<file path="src/rtl/lmk01801_uwire_master_if.sv">
// Command/status bundle between software-side logic and the LMK01801 uWire master.
// The master modport belongs to the command source; the slave modport belongs to the uWire master.
interface lmk01801_uwire_master_if;
    logic [31:0] cmd_data;
    logic        cmd_read;
    logic        cmd_valid;
    logic        cmd_ready;
    logic        busy;
    logic        done;
    logic [31:0] rd_data;
    logic        rd_valid;

    modport master (
        output cmd_data, cmd_read, cmd_valid,
        input  cmd_ready, busy, done, rd_data, rd_valid
    );

    modport slave (
        input  cmd_data, cmd_read, cmd_valid,
        output cmd_ready, busy, done, rd_data, rd_valid
    );
endinterface

</file>
<file path="src/rtl/lmk01801_uwire_master.sv">
// MICROWIRE programming master for the LMK01801 clock distributor.
// Shifts 32-bit words MSB-first, pulses LE to latch them, then idles for a gap.
// Optional readback (define LMK01801_UWIRE_READBACK_EN) clocks a 32-bit word
// back in after the LE pulse when the command requests it.
//
// state | meaning
// ------+--------------------------------------------------------------
// IDLE  | waiting for a command; cmd_ready high
// SHIFT | clocking the 32-bit word out on uwire_data_o
// LATCH | uwire_le held high for LE_CYCLES
// READ  | (readback build) clocking 32 bits in, data pin released
// GAP   | quiet time after LE; done pulses on the final cycle
module lmk01801_uwire_master #(
    parameter int DIV        = 4,
    parameter int LE_CYCLES  = 8,
    parameter int GAP_CYCLES = 8
) (
    input  logic                         clk,
    input  logic                         rst,
    lmk01801_uwire_master_if.slave       cmd,
    output logic                         uwire_clk,
    output logic                         uwire_le,
    output logic                         uwire_data_o,
    output logic                         uwire_data_oe,
    input  logic                         uwire_data_i
);

    localparam logic [2:0] S_IDLE  = 3'd0;
    localparam logic [2:0] S_SHIFT = 3'd1;
    localparam logic [2:0] S_LATCH = 3'd2;
    localparam logic [2:0] S_GAP   = 3'd3;
`ifdef LMK01801_UWIRE_READBACK_EN
    localparam logic [2:0] S_READ  = 3'd4;
`endif

    localparam logic [7:0] DIV_M1 = 8'(DIV - 1);
    localparam logic [7:0] LE_M1  = 8'(LE_CYCLES - 1);
    localparam logic [7:0] GAP_M1 = 8'(GAP_CYCLES - 1);

    logic [2:0]  state;
    logic [7:0]  phase_cnt;
    logic [5:0]  bit_cnt;
    logic [31:0] sreg;
    logic        uclk_q;
    logic        phase_tc;
    logic        bit_last;

    assign phase_tc = (phase_cnt == 8'd0);
    assign bit_last = (bit_cnt == 6'd31);

`ifdef LMK01801_UWIRE_READBACK_EN
    logic        rd_flag;
    logic        din_q;
    logic [31:0] cap_q;
    logic [31:0] rd_data_q;
    logic        rd_valid_q;
`endif

    // Sequencer: one down-counter times every phase (bit half-periods, LE width, gap).
    always_ff @(posedge clk or posedge rst) begin
        if (rst) begin
            state     <= S_IDLE;
            phase_cnt <= '0;
            bit_cnt   <= '0;
            sreg      <= '0;
            uclk_q    <= 1'b0;
        end else begin
            case (state)
                S_IDLE: begin
                    if (cmd.cmd_valid) begin
                        sreg      <= cmd.cmd_data;
                        bit_cnt   <= '0;
                        phase_cnt <= DIV_M1;
                        uclk_q    <= 1'b0;
                        state     <= S_SHIFT;
                    end
                end
                S_SHIFT: begin
                    if (phase_tc) begin
                        phase_cnt <= DIV_M1;
                        if (!uclk_q) begin
                            uclk_q <= 1'b1;
                        end else begin
                            // data moves only on the falling edge of uwire_clk
                            uclk_q <= 1'b0;
                            sreg   <= {sreg[30:0], 1'b0};
                            if (bit_last) begin
                                state     <= S_LATCH;
                                phase_cnt <= LE_M1;
                            end else begin
                                bit_cnt <= bit_cnt + 6'd1;
                            end
                        end
                    end else begin
                        phase_cnt <= phase_cnt - 8'd1;
                    end
                end
                S_LATCH: begin
                    if (phase_tc) begin
`ifdef LMK01801_UWIRE_READBACK_EN
                        if (rd_flag) begin
                            state     <= S_READ;
                            phase_cnt <= DIV_M1;
                            bit_cnt   <= '0;
                        end else begin
                            state     <= S_GAP;
                            phase_cnt <= GAP_M1;
                        end
`else
                        state     <= S_GAP;
                        phase_cnt <= GAP_M1;
`endif
                    end else begin
                        phase_cnt <= phase_cnt - 8'd1;
                    end
                end
`ifdef LMK01801_UWIRE_READBACK_EN
                S_READ: begin
                    if (phase_tc) begin
                        phase_cnt <= DIV_M1;
                        if (!uclk_q) begin
                            uclk_q <= 1'b1;
                        end else begin
                            uclk_q <= 1'b0;
                            if (bit_last) begin
                                state     <= S_GAP;
                                phase_cnt <= GAP_M1;
                            end else begin
                                bit_cnt <= bit_cnt + 6'd1;
                            end
                        end
                    end else begin
                        phase_cnt <= phase_cnt - 8'd1;
                    end
                end
`endif
                S_GAP: begin
                    if (phase_tc) begin
                        state <= S_IDLE;
                    end else begin
                        phase_cnt <= phase_cnt - 8'd1;
                    end
                end
                default: state <= S_IDLE;
            endcase
        end
    end

`ifdef LMK01801_UWIRE_READBACK_EN
    // Readback capture: sample the registered pin on the last low-phase cycle of each bit.
    // rd_data/rd_valid update on the final sample, inside READ, so rd_valid can never meet done.
    always_ff @(posedge clk or posedge rst) begin
        if (rst) begin
            rd_flag    <= 1'b0;
            din_q      <= 1'b0;
            cap_q      <= '0;
            rd_data_q  <= '0;
            rd_valid_q <= 1'b0;
        end else begin
            din_q      <= uwire_data_i;
            rd_valid_q <= 1'b0;
            if (state == S_IDLE && cmd.cmd_valid) begin
                rd_flag <= cmd.cmd_read;
            end
            if (state == S_READ && phase_tc && !uclk_q) begin
                cap_q <= {cap_q[30:0], din_q};
                if (bit_last) begin
                    rd_data_q  <= {cap_q[30:0], din_q};
                    rd_valid_q <= 1'b1;
                end
            end
        end
    end

    assign uwire_data_oe = (state != S_READ);
    assign cmd.rd_data   = rd_data_q;
    assign cmd.rd_valid  = rd_valid_q;
`else
    logic unused_inputs;
    assign unused_inputs = cmd.cmd_read ^ uwire_data_i;

    assign uwire_data_oe = 1'b1;
    assign cmd.rd_data   = 32'd0;
    assign cmd.rd_valid  = 1'b0;
`endif

    assign cmd.cmd_ready = (state == S_IDLE);
    assign cmd.busy      = (state != S_IDLE);
    assign cmd.done      = (state == S_GAP) && phase_tc;
    assign uwire_clk     = uclk_q;
    assign uwire_le      = (state == S_LATCH);
    assign uwire_data_o  = (state == S_SHIFT) && sreg[31];

endmodule
</file>
<file path="src/flat_wrapper.sv">
// flat-port wrapper written by rule: the top's interface ports become plain ports
module lmk01801_uwire_master_flat 
#(
    parameter int DIV        = 4,
    parameter int LE_CYCLES  = 8,
    parameter int GAP_CYCLES = 8
)
  (clk, rst, uwire_clk, uwire_le, uwire_data_o, uwire_data_oe, uwire_data_i, cmd_cmd_data, cmd_cmd_read, cmd_cmd_valid, cmd_cmd_ready, cmd_busy, cmd_done, cmd_rd_data, cmd_rd_valid);
  lmk01801_uwire_master_if cmd_i ();
  input  logic clk;
  input  logic rst;
  output logic uwire_clk;
  output logic uwire_le;
  output logic uwire_data_o;
  output logic uwire_data_oe;
  input  logic uwire_data_i;
  input wire logic [$bits(cmd_i.cmd_data)-1:0] cmd_cmd_data;
  input wire logic [$bits(cmd_i.cmd_read)-1:0] cmd_cmd_read;
  input wire logic [$bits(cmd_i.cmd_valid)-1:0] cmd_cmd_valid;
  output wire logic [$bits(cmd_i.cmd_ready)-1:0] cmd_cmd_ready;
  output wire logic [$bits(cmd_i.busy)-1:0] cmd_busy;
  output wire logic [$bits(cmd_i.done)-1:0] cmd_done;
  output wire logic [$bits(cmd_i.rd_data)-1:0] cmd_rd_data;
  output wire logic [$bits(cmd_i.rd_valid)-1:0] cmd_rd_valid;
  assign cmd_i.cmd_data = cmd_cmd_data;
  assign cmd_i.cmd_read = cmd_cmd_read;
  assign cmd_i.cmd_valid = cmd_cmd_valid;
  assign cmd_cmd_ready = cmd_i.cmd_ready;
  assign cmd_busy = cmd_i.busy;
  assign cmd_done = cmd_i.done;
  assign cmd_rd_data = cmd_i.rd_data;
  assign cmd_rd_valid = cmd_i.rd_valid;
  lmk01801_uwire_master #(.DIV(DIV), .LE_CYCLES(LE_CYCLES), .GAP_CYCLES(GAP_CYCLES)) u_core (.clk(clk), .rst(rst), .cmd(cmd_i), .uwire_clk(uwire_clk), .uwire_le(uwire_le), .uwire_data_o(uwire_data_o), .uwire_data_oe(uwire_data_oe), .uwire_data_i(uwire_data_i));
endmodule
</file>
<file path="config.mk">
export PLATFORM = sky130hd
export DESIGN_NAME = lmk01801_uwire_master_flat
export DESIGN_NICKNAME = d
export VERILOG_FILES = /design/src/rtl/lmk01801_uwire_master_if.sv /design/src/rtl/lmk01801_uwire_master.sv /design/src/flat_wrapper.sv
export SDC_FILE = /design/constraint.sdc
export NUM_CORES = 1
export LEC_CHECK = 0
export CAP_MARGIN = 20
export CORE_MARGIN = 2
export CORE_UTILIZATION = 45
export DETAILED_ROUTE_END_ITERATION = 6
export PLACE_DENSITY_LB_ADDON = 0.25
export SYNTH_ARGS = -nofsm -noshare
export SYNTH_HDL_FRONTEND = slang
export SYNTH_SLANG_ARGS = --single-unit
</file>
<file path="constraint.sdc">
create_clock -name clk -period 3.65 [get_ports clk]
set_clock_uncertainty 0.2 [all_clocks]
set_input_delay 0.73 -clock clk [delete_from_list [all_inputs] [get_ports clk]]
set_output_delay 0.73 -clock clk [all_outputs]
set_load 0.02 [all_outputs]
</file>
# == Word level (Yosys, flattened, before mapping) ==
# Index checks and enable logic that the tools add are counted.
# totals
ff_bits,50
inputBits,37
output_inout_bits,40
wordCells,58
# op_classes
addsub,2
n_eq_ne,12
mux,27
reduce_logical,12
# ops
op,n
2-to-1 mux 32 bit,3
case mux 32 bit (2 select lines),1
2-to-1 mux 8 bit,5
case mux 8 bit (4 select lines),1
2-to-1 mux 6 bit,4
2-to-1 mux 3 bit,7
case mux 3 bit (4 select lines),1
case mux 6 bit (2 select lines),1
"inequality test 2 x 1 -> 1 bit, second input constant",5
logical NOT 8 bit,1
"subtractor 8 x 1 -> 8 bit, second input constant",1
"adder 6 x 1 -> 6 bit, second input constant",1
"equality test 3 x 2 -> 1 bit, second input constant",2
"equality test 6 x 5 -> 1 bit, second input constant",1
"inequality test 2 bit, second input constant",3
AND reduction 3 bit,2
AND reduction 6 bit,1
AND reduction 5 bit,1
AND reduction 4 bit,1
nonzero test 4 bit,1
"equality test 3 x 1 -> 1 bit, second input constant",1
logical NOT 3 bit,1
2-to-1 mux 1 bit,3
nonzero test 3 bit,1
3 further kinds,4

# == Longest topological paths before layout ==
# logic_depth
ltp_word,5
depth_mapped,9
mapped_depth_nobuf,6

# == Worst setup path before layout ==
# Ideal clock, no wire load.
# synth_path
path_kind,reg2out
start,reg u_core.phase_cnt[0]
end,out cmd_done
t_arrival_ps,1869
required_ps,2720
slack_ps,851
path_stages_with_launch,5
path_buffers,0
cell_sequence,dfrtp_1 -> inv_1 -> ha_1 -> or4b_4 -> nor3_1
# synth_via
elab_chain_len,2
# synth_lines
item,line,rtl
start: declaration,lmk01801_uwire_master.sv:41,logic [7:0] phase_cnt;
start signal: assignment,lmk01801_uwire_master.sv:95,phase_cnt <= phase_cnt - 8'd1;
start signal: assignment,lmk01801_uwire_master.sv:114,phase_cnt <= phase_cnt - 8'd1;
start signal: assignment,lmk01801_uwire_master.sv:141,phase_cnt <= phase_cnt - 8'd1;
logical NOT 8 bit,lmk01801_uwire_master.sv:48,assign phase_tc = (phase_cnt == 8'd0);
logical AND 1 bit,lmk01801_uwire_master.sv:189,assign cmd.done = (state == S_GAP) && phase_tc;
end: declaration,flat_wrapper.sv:22,output wire logic [$bits(cmd_i.done)-1:0] cmd_done;
# No other way between the ends.

# == Worst setup path in the final report ==
# Same ends and word-level chain as after synthesis.

==> flow_summary.toml <==
[placement]
gp_congestion = 0.778
pre_cts_setup_slack_ns = 0.553
place.port_buffers = 40
place.detailed.hpwl_um = 4240

[yosys]
synth_area_leader_cell = "dfrtp_1"
syn_area_per_cell_sq_um = 9.82
synth.top_cells.by_count = "dfrtp_1, o21ai_0, mux2i_1"
syn_area_sq_um = 3100
postSynthCellCount = 316
synth.most_common_cell = "dfrtp_1"
ys.warnings.count = 0
asyncSetResetFlopFracSynth_pct = 100
synth_cell_types = 54
postSynth.topFlopCell = "dfrtp_1"
synthTopCellsByArea = "dfrtp_1, mux2i_1, buf_4, o21ai_0, o21ai_1"
synth.top_cell.area_share_pct = 39.5
postSynthRegisterBits = 49
ys_seq_area_share_pct = 39.5
synth_edf_count = 0

[setup_path]
path_delay_family = "buffers and inverters"
worst_setup_path_startpoint = "u_core.phase_cnt[0]$_DFFE_PP0P_"
crit_path_max_delay_cell_type = "clkdlybuf4s50_1"
worst_ep_required_time_ns = 2.72
reg2reg_depth = 7
worst_path_cell_chain = "inv_1 > ha_1 > or4b_4 > nor3_1 > buf_4 > clkdlybuf4s50_1"
critPathLaunchType = "register"
worst-endpoint-arrival_ns = 2.49
worstSetupEndpointType = "output port"
reg_to_reg_setup_timing_slack_ns = 1.16
worstSetupPathDepth = 6
r2r_start = "u_core.phase_cnt[0]$_DFFE_PP0P_"
critPathBufInv = 3
worst_path_largest_cell_delay_ns = 0.60
critical_path_peak_fanout = 6
worst-setup-path-type = "register to output port"

[sta]
slew-limit-headroom_pct = 60.5
max_freq_mhz = 292
finalCritPeriodShare_pct = 93.7
timing_worst_slew_pin_value_ns = 0.593
post-route-worst-setup-slack_ns = 0.229
worst_hold_slack_ns = 0.318
slew_viol_final = 0
setup_tns_ns = 0
hold_viol = 0
grt_setup_unrepaired = "false"
setup-violations-final = 0
finalWorstPathRequiredPeriod_ns = 3.42

[clock_tree]
clock_tree.buffer_depth = 2
clk_pin_slew_worst_paths_ns = 0.08
tritoncts_clock_tree = "done"
clockRootBuffer = "clkbuf_8"
htree_num_levels = 2
clkLatencyLatePin_ns = 0.31
number_of_buffers_created_by_cts = 5
cts.repair_timing.setup_buffer_count = 0
clock_sinks = 49
post_cts_resize_count = 0
ctsHoldBuffers = 0

[detailed_routing]
detailedRoute.firstPassIterationCount = 4
routed-via-count = 2343
wl_um = 6270
drc_violation_count_after_routing = 0
route.antenna.remaining_nets = 0
post_drt_wl_per_cell_um = 14.6
post_drt_via_cell_ratio = 5.45
drtIter0Drc = 240

[cells_and_area]
area_growth_syn_to_layout_pct = 10.8
multi_input_area_sq_um = 1530
final-seq-area_sq_um = 1230
antenna_cells_inserted = 0
final_util_pct = 51.2
final_layout_size_suffix_gt1_share_pct = 9.14
layout.nets = 393
fill_cells = 629

[power_and_ir_drop]
power_per_cell_area_nw_per_um2 = 293
fin_total_pwr_w = 0.00101
static-leakage-power_nw = 1.63
vdd_ir_drop_max_uv = 168

[floorplan]
chipHeight_um = 87.0
initial_utilization_pct = 46.2
core.rowCount = 30
die-area_sq_um = 7570
top_level_ports = 77
core_region_area_sq_um = 6720
fp.dieW_um = 87.0

[hold_path]
worstHoldStart = "u_core.phase_cnt[7]$_DFFE_PP0P_"
holdCritPathClass = "register to register"
timing.hold.worst_path_depth = 1

[global_routing]
grt_antenna_before_repair = 0
globalRouteTotalUtil_pct = 17.2
global_route_wire_length_before_repair_um = 10400
grt_overflow = 0
grt_max_degree = 38
grt_pass1_vias = 2191

[job]
cap_violations = 0

[status]
status = "complete, no violations"
[sequential cells by signal (all words and copies together), names as in the netlist]
register and flops:
u_core.bit_cnt 6, u_core.phase_cnt 8, u_core.sreg 32, u_core.state 2, u_core.uwire_clk 1
[report_power, final]
group          internal [W]  total (W)  switching, W
Sequential         0.000560   0.000568    0.00000780
Combinational     0.0000476   0.000109     0.0000615
Clock              0.000137   0.000330      0.000193
[per-stage QoR]
| step | cell area (sq um) | std cells |
|---|---|---|
| 2_1_floorplan | 3220 | 348 |
| 3_3_place_gp | 3350 | 422 |
| 3_5_place_dp | 3350 | 422 |
| 4_1_cts | 3440 | 430 |
| 5_1_grt | 3440 | 430 |
| 6_report | 3440 | 430 |
[cells by family after synthesis]
logic type | synth area share [%]
multiplexers | 12.0
AO/OA/AOI/OAI | 18.8
AND/OR/NAND/NOR | 11.0
flip-flops | 39.5
buffers and inverters | 15.3
XOR/XNOR | 0.282
adder cells (fa/ha/maj) | 2.82
other | 0.242
[path summary, 6_finish.rpt]
| kind | to |
|---|---|
| worst min register to register | u_core.phase_cnt[7]$_DFFE_PP0P_ |
| min in group asynchronous | u_core.sreg[24]$_DFFE_PP0P_ |
| worst max-delay path | cmd_done |
| worst max register to register | u_core.sreg[0]$_DFFE_PP0P_ |
| worst min-delay path | u_core.phase_cnt[7]$_DFFE_PP0P_ |
| max in group asynchronous | u_core.phase_cnt[7]$_DFFE_PP0P_ |
[cell usage in the layout (no fill, tap or decap), drive strengths merged, types with 2 or more instances in the layout]
master | Yosys | final
ha | 7 | 7
or4 | 3 | 3
o211ai | 3 | 3
o21ai | 73 | 73
o311ai | 2 | 2
mux2i | 36 | 36
buf | 42 | 7
clkbuf | 9 | 6
nand4 | 4 | 4
nor2 | 8 | 8
nand3b | 2 | 2
or2 | 3 | 3
inv | 12 | 13
nand3 | 7 | 7
conb | 2 | 34
dfrtp | 49 | 49
clkdlybuf4s50 | 1 | 40
a311oi | 2 | 2
o21bai | 2 | 2
nor3 | 6 | 6
a21oi | 4 | 4
nand2 | 7 | 7
a211oi | 2 | 2
o31ai | 4 | 4
or3 | 6 | 6
[per-layer routing]
layer	part of all wire (%)	wire, um	track usage [%]	vias to the layer above
met5	0	0	0	-
met4	2.0	127	6.82	0
met3	5.1	320	2.94	7
met2	48	2980	26.6	75
met1	45	2840	24.0	1125
li1	-	-	-	1136
[layout make-up]
class	instances	share of cell area, %
well taps	80	2.91
multi-input cells	234	44.4
clock inverters	2	0.400
flip-flops and latches	49	35.7
clock buffers	6	2.11
inverters	12	1.31
repair buffers	47	13.2
(Power assumes the default switching activity.)
